## src/rtl/dmem_sramlike_bridge_if.sv

```systemverilog
// SRAM-like data bus between the MEM-stage bridge (master) and the memory
// slave. One request in flight; the address is accepted with data_addr_ok and
// completed with data_data_ok.
interface dmem_sramlike_bridge_if;
  logic        data_req;
  logic        data_wr;
  logic [1:0]  data_size;
  logic [3:0]  data_sel;
  logic [31:0] data_addr;
  logic [31:0] data_wdata;
  logic        data_addr_ok;
  logic        data_data_ok;
  logic [31:0] data_rdata;

  // Handshake: data_req stays high until the slave returns data_addr_ok in
  // the same cycle; request fields are stable for that whole window. A later
  // (or the same) cycle with data_data_ok completes it; data_rdata is valid
  // only in that cycle.
  modport master (
    output data_req, data_wr, data_size, data_sel, data_addr, data_wdata,
    input  data_addr_ok, data_data_ok, data_rdata
  );

  modport slave (
    input  data_req, data_wr, data_size, data_sel, data_addr, data_wdata,
    output data_addr_ok, data_data_ok, data_rdata
  );
endinterface

```

## src/rtl/dmem_sramlike_bridge.sv

```systemverilog
// Bridge from the CPU MEM stage to an SRAM-like data bus. It latches one
// access, holds the pipeline until it completes, then waits out pipeline stalls.
module dmem_sramlike_bridge (
  input  logic                           clk,
  input  logic                           rst,
  input  logic                           cpu_en,
  input  logic                           cpu_we,
  input  logic [3:0]                     cpu_sel,
  input  logic [1:0]                     cpu_size,
  input  logic [31:0]                    cpu_addr,
  input  logic [31:0]                    cpu_wdata,
  input  logic                           cpu_longest_stall,
  output logic [31:0]                    cpu_rdata,
  output logic                           cpu_stall,
  output logic [1:0]                     dbg_state,
  dmem_sramlike_bridge_if.master         bus
);

  typedef enum logic [1:0] {
    IDLE = 2'd0,
    ADDR = 2'd1,
    DATA = 2'd2,
    DONE = 2'd3
  } state_t;

  state_t      state, next_state;
  logic        latch_req;
  logic        capture;
  logic        req_we;
  logic [1:0]  req_size;
  logic [3:0]  req_sel;
  logic [31:0] req_addr;
  logic [31:0] req_wdata;
  logic [31:0] rbuf;

  always_ff @(posedge clk or negedge rst) begin
    if (!rst) state <= IDLE;
    else      state <= next_state;
  end

  always_comb begin
    next_state = state;
    latch_req  = 1'b0;
    capture    = 1'b0;
    case (state)
      IDLE: begin
        if (cpu_en) begin
          next_state = ADDR;
          latch_req  = 1'b1;
        end
      end
      ADDR: begin
        if (bus.data_addr_ok) begin
          if (bus.data_data_ok) begin
            next_state = DONE;
            capture    = ~req_we;
          end else begin
            next_state = DATA;
          end
        end
      end
      DATA: begin
        if (bus.data_data_ok) begin
          next_state = DONE;
          capture    = ~req_we;
        end
      end
      DONE: begin
        if (!cpu_longest_stall) next_state = IDLE;
      end
      default: next_state = IDLE;
    endcase
  end

  // The request register is only written from IDLE, so CPU-side changes while
  // a request is in flight never reach the bus.
  always_ff @(posedge clk or negedge rst) begin
    if (!rst) begin
      req_we    <= 1'b0;
      req_size  <= 2'd0;
      req_sel   <= 4'd0;
      req_addr  <= 32'd0;
      req_wdata <= 32'd0;
    end else if (latch_req) begin
      req_we    <= cpu_we;
      req_size  <= cpu_size;
      req_sel   <= cpu_sel;
      req_addr  <= cpu_addr;
      req_wdata <= cpu_wdata;
    end
  end

  always_ff @(posedge clk or negedge rst) begin
    if (!rst)         rbuf <= 32'd0;
    else if (capture) rbuf <= bus.data_rdata;
  end

  assign bus.data_req   = (state == ADDR);
  assign bus.data_wr    = req_we;
  assign bus.data_size  = req_size;
  assign bus.data_sel   = req_sel;
  assign bus.data_addr  = req_addr;
  assign bus.data_wdata = req_wdata;

  assign cpu_rdata = rbuf;
  // Gated by reset so a held cpu_en cannot stall the pipeline while in reset.
  assign cpu_stall = rst & ((cpu_en & (state == IDLE)) | (state == ADDR) | (state == DATA));
  assign dbg_state = state;

endmodule

```

## src/flat_wrapper.sv

```systemverilog
// flat-port wrapper written by rule: the top's interface ports become plain ports
module dmem_sramlike_bridge_flat 
  (clk, rst, cpu_en, cpu_we, cpu_sel, cpu_size, cpu_addr, cpu_wdata, cpu_longest_stall, cpu_rdata, cpu_stall, dbg_state, bus_data_req, bus_data_wr, bus_data_size, bus_data_sel, bus_data_addr, bus_data_wdata, bus_data_addr_ok, bus_data_data_ok, bus_data_rdata);
  dmem_sramlike_bridge_if bus_i ();
  input  logic clk;
  input  logic rst;
  input  logic cpu_en;
  input  logic cpu_we;
  input  logic [3:0] cpu_sel;
  input  logic [1:0] cpu_size;
  input  logic [31:0] cpu_addr;
  input  logic [31:0] cpu_wdata;
  input  logic cpu_longest_stall;
  output logic [31:0] cpu_rdata;
  output logic cpu_stall;
  output logic [1:0] dbg_state;
  output wire logic [$bits(bus_i.data_req)-1:0] bus_data_req;
  output wire logic [$bits(bus_i.data_wr)-1:0] bus_data_wr;
  output wire logic [$bits(bus_i.data_size)-1:0] bus_data_size;
  output wire logic [$bits(bus_i.data_sel)-1:0] bus_data_sel;
  output wire logic [$bits(bus_i.data_addr)-1:0] bus_data_addr;
  output wire logic [$bits(bus_i.data_wdata)-1:0] bus_data_wdata;
  input wire logic [$bits(bus_i.data_addr_ok)-1:0] bus_data_addr_ok;
  input wire logic [$bits(bus_i.data_data_ok)-1:0] bus_data_data_ok;
  input wire logic [$bits(bus_i.data_rdata)-1:0] bus_data_rdata;
  assign bus_data_req = bus_i.data_req;
  assign bus_data_wr = bus_i.data_wr;
  assign bus_data_size = bus_i.data_size;
  assign bus_data_sel = bus_i.data_sel;
  assign bus_data_addr = bus_i.data_addr;
  assign bus_data_wdata = bus_i.data_wdata;
  assign bus_i.data_addr_ok = bus_data_addr_ok;
  assign bus_i.data_data_ok = bus_data_data_ok;
  assign bus_i.data_rdata = bus_data_rdata;
  dmem_sramlike_bridge u_core (.clk(clk), .rst(rst), .cpu_en(cpu_en), .cpu_we(cpu_we), .cpu_sel(cpu_sel), .cpu_size(cpu_size), .cpu_addr(cpu_addr), .cpu_wdata(cpu_wdata), .cpu_longest_stall(cpu_longest_stall), .cpu_rdata(cpu_rdata), .cpu_stall(cpu_stall), .dbg_state(dbg_state), .bus(bus_i));
endmodule
```

## config.mk

```make
export PLATFORM = sky130hd
export DESIGN_NAME = dmem_sramlike_bridge_flat
export DESIGN_NICKNAME = d
export VERILOG_FILES = /design/src/rtl/dmem_sramlike_bridge_if.sv /design/src/rtl/dmem_sramlike_bridge.sv /design/src/flat_wrapper.sv
export SDC_FILE = /design/constraint.sdc
export NUM_CORES = 1
export LEC_CHECK = 0
export CAP_MARGIN = 10
export CORE_ASPECT_RATIO = 2
export CORE_MARGIN = 4
export CORE_UTILIZATION = 35
export DETAILED_ROUTE_END_ITERATION = 10
export PLACE_DENSITY = 0.75
export SYNTH_ARGS = -nofsm -noshare
export SYNTH_HDL_FRONTEND = slang
export SYNTH_SLANG_ARGS = --single-unit
```

## constraint.sdc

```tcl
create_clock -name clk -period 1.8 [get_ports clk]
set_input_delay 0.36 -clock clk [delete_from_list [all_inputs] [get_ports clk]]
set_output_delay 0.36 -clock clk [all_outputs]
set_load 0.02 [all_outputs]
```

==> metrics list <==
- The run finished with clean final reports.
* Peak clock frequency supported by timing: 0.568 GHz
- The number of pins with negative max-slew slack in the final report was 0.
- In the layout the commonest cells are clkdlybuf4s50_1 (209), dfrtp_1 (103), mux2_2 (74), mux2_4 (30), clkbuf_16 (12).
- For the worst-skew pair, the clock arrives at the later sink with an insertion delay of 340 ps.
- ANT nets after route: 0
* Initial antenna violation count: 0
- After the first detailed-routing iteration, the DRC count stood at 49.
- Dividing the detail-routed via count by the number of cells gives 4.61.
- Top cell type's share of synthesized area: 0.632
- Met3 Usage GRT: 0.0431
- Final hold violations: 0
* Category of the most critical setup path: flip-flop to flip-flop
- CTS HTree Levels: 3
- Vias after detailed routing: 2890
- For this run, design rule violations remaining after detail routing come to 0.
- Measured in cells, the most critical reg-to-reg path has a length of 8.
* Clock tree from TritonCTS: done
- Slew of the pin with the lowest slew margin: 740 ps
* Worst slack, placed: -301 ps
- After synthesis the netlist holds a flip-flop and latch count of 105.
- The global routing stage identified its most utilized layer as met2.
* Crit share post-route: 0.978
* Cell taking the most area after synthesis: dfrtp_1
- Diodes inserted: 0
* Number of rows in the core area: 56
- Buffers inserted during clock tree synthesis total 9.
* Placer's final routability congestion estimate: 0.788
* Static leakage power: 2.98 nW
- Core Box Area: 0.0117 mm²
* HPWL reported at the end of detailed placement: 9120 µm
- After synthesis, the netlist uses 18 different library cells.
- The final layout contains 593 nets.
- Fraction of layout instances using a drive strength above 1: 0.317
* Fin worst setup slack: 39.1 ps
- Top-Level Pins: 216
- GRT Resource Usage Total: 0.168
- Counting I/O delays and the setup requirement, the final critical path takes 1760 ps.
* Vert. Die Dim: 162 µm
- In this run the critical register-to-register path is captured at u_core.cpu_rdata[31].
- From left edge to right edge, the die measures 85.1 µm.
- For this run, the number of Yosys warnings is 0.
- The die covers 0.0138 mm².
* Detailed-routing iteration count for the pre-antenna-repair pass: 4
* # placed instances: 607
- Sequential fraction of the synthesis area: 0.632
- Finish-stage setup viols: 0
* Wire length of the first global-routing pass: 17700 µm
* Synthesized net count: 356
- Across all register-to-register paths, the minimum setup slack is 40 ps.
* Routed wire length: 11900 µm
* Effective utilization at floorplan: 0.355
- Drt wl/cell: 18.9 µm
- Routing usage on met1: 0.163
- The worst register-to-register path begins at u_core.dbg_state[0].
- At the worst endpoint, the arrival time is 1970 ps.
- Setup repair after global routing could not meet its margin everywhere.
- During placement, the flow inserted port buffers numbering 215.
- For this run, the share of the core covered by cells in the final layout is 0.599.
* Most frequent standard cell in the layout excluding fill and tap cells: clkdlybuf4s50_1
- In this run the worst path has a maximum fanout of 6.
- Number of sinks handled by clock tree synthesis: 105
* Max-cap check violation count: 0
* Peak supply drop: 0.927 mV
* Final hold slack: 131 ps
- STA classifies the critical path startpoint as a flip-flop.
* Remaining global-route overflow: 0
- Number of cells produced by synthesis: 241
* Area Growth Syn to Fin: 68.6%
- For met2 alone, demand over resource in global routing was 0.324.
- The clock arrives with 12.4 ps of skew.
- Vias in the first global route: 3325
- Worst min-delay path category: primary input to asynchronous set/reset pin
- For this design the ratio of total power to cell area is 1880 mW/mm².
- Maximum clock path buffer count: 2
* Top area cells in the synthesized netlist: dfrtp_1 (63%), mux2_2 (20%), mux2_4 (11%)
- Total chip power: 0.0132 W
- STA classifies the critical path endpoint as a flip-flop.
- The count of cells in the finished layout, fillers not included, comes to 627.
- The tree is rooted in a clkbuf_16.
* Relative slew margins: 0.507
- Register clock-pin slew on the reported worst setup and hold paths: 70 ps
- Total standard cell area after synthesis: 0.00416 mm²
- Required time of the critical path: 2010 ps
* Pin count of the biggest net entering global routing: 59
- Post-synthesis average cell area: 17.3 µm²
-- power breakdown --
group          internal [W]  total (W)  switching [W]  leakage, nW
combinational       0.00398    0.00714        0.00316         1.60
sequential          0.00358    0.00423       0.000651         1.25
clock              0.000944    0.00181       0.000863        0.130
-- repair_timing --
action,4_1_cts,5_1_grt
pin swaps,0,2
endpoints found under the setup margin,14,33
resized for setup,15,14
hold buffers,0,0
gates cloned,0,4
buffers inserted,0,2
-- registers in the layout, indices dropped and copies added (netlist names) --
name,cells
u_core.bus.data_wdata,32
u_core.bus.data_addr,32
u_core.bus.data_wr,1
u_core.cpu_rdata,32
u_core.dbg_state,2
u_core.bus.data_size,2
u_core.bus.data_sel,4
-- cells in the mapped netlist (all sizes together) --
library cell  count
o21bai            1
ha                6
nor3              1
mux2            104
a2111oi           1
or2b              1
dfrtp           105
inv               3
a21oi             2
nor2              1
a21boi            1
nand2b            1
o2111ai           1
buf              10
nand2             3
-- cell families after synthesis --
group,after synthesis,share of synthesized area
AO/OA/AOI/OAI,6,0.0111
buffers and inverters,13,0.0193
flip-flops,105,0.632
multiplexers,104,0.309
AND/OR/NAND/NOR,7,0.0108
adder cells (fa/ha/maj),6,0.0181
-- critical path: stages (launching register included) --
cell and delay [ps]:
dfrtp_2 450, buf_6 130, ha_4 150, buf_6 120, a21oi_4 130, nor3_4 60
buf_12 140, clkbuf_16 150, mux2_4 290
-- how the worst max path moves through the flow --
stage / slack, ps / cells after the start / from / endpoint
5_1_grt: -10 / 5 / u_core.dbg_state[0] / cpu_stall
2_1_floorplan: 9 / 6 / u_core.dbg_state[0] / u_core.cpu_rdata[0]
6_report: 40 / 8 / u_core.dbg_state[0] / u_core.cpu_rdata[31]
3_3_place_gp: -340 / 4 / cpu_en / cpu_stall
3_5_place_dp: -300 / 4 / cpu_en / cpu_stall
4_1_cts: -5 / 5 / u_core.dbg_state[0] / cpu_stall
-- through the flow --
stage | instance area, µm² | TNS (ps)
final | 7010 | 0
after global routing | 7010 | -28.8
after CTS | 6830 | -5.31
after detailed placement | 6570 | -15030
after global placement | 6570 | -15200
after floorplan | 4160 | 0
-- final cells by class --
type / instances / area, µm²
clock buffers: 10 / 229
clock inverters: 5 / 38.8
fillers: 920 / 4690
inverters: 3 / 16.3
multi-input cells: 123 / 1510
flip-flops and latches: 105 / 2630
well taps: 145 / 181
repair buffers: 236 / 2410
-- metal layers --
metal  up-vias  share of wire
li1       1317              -
met1      1441           0.32
met2       112           0.59
met3        20          0.059
met4         0          0.029
met5         -              0
Power figures use the tool's default switching activity.
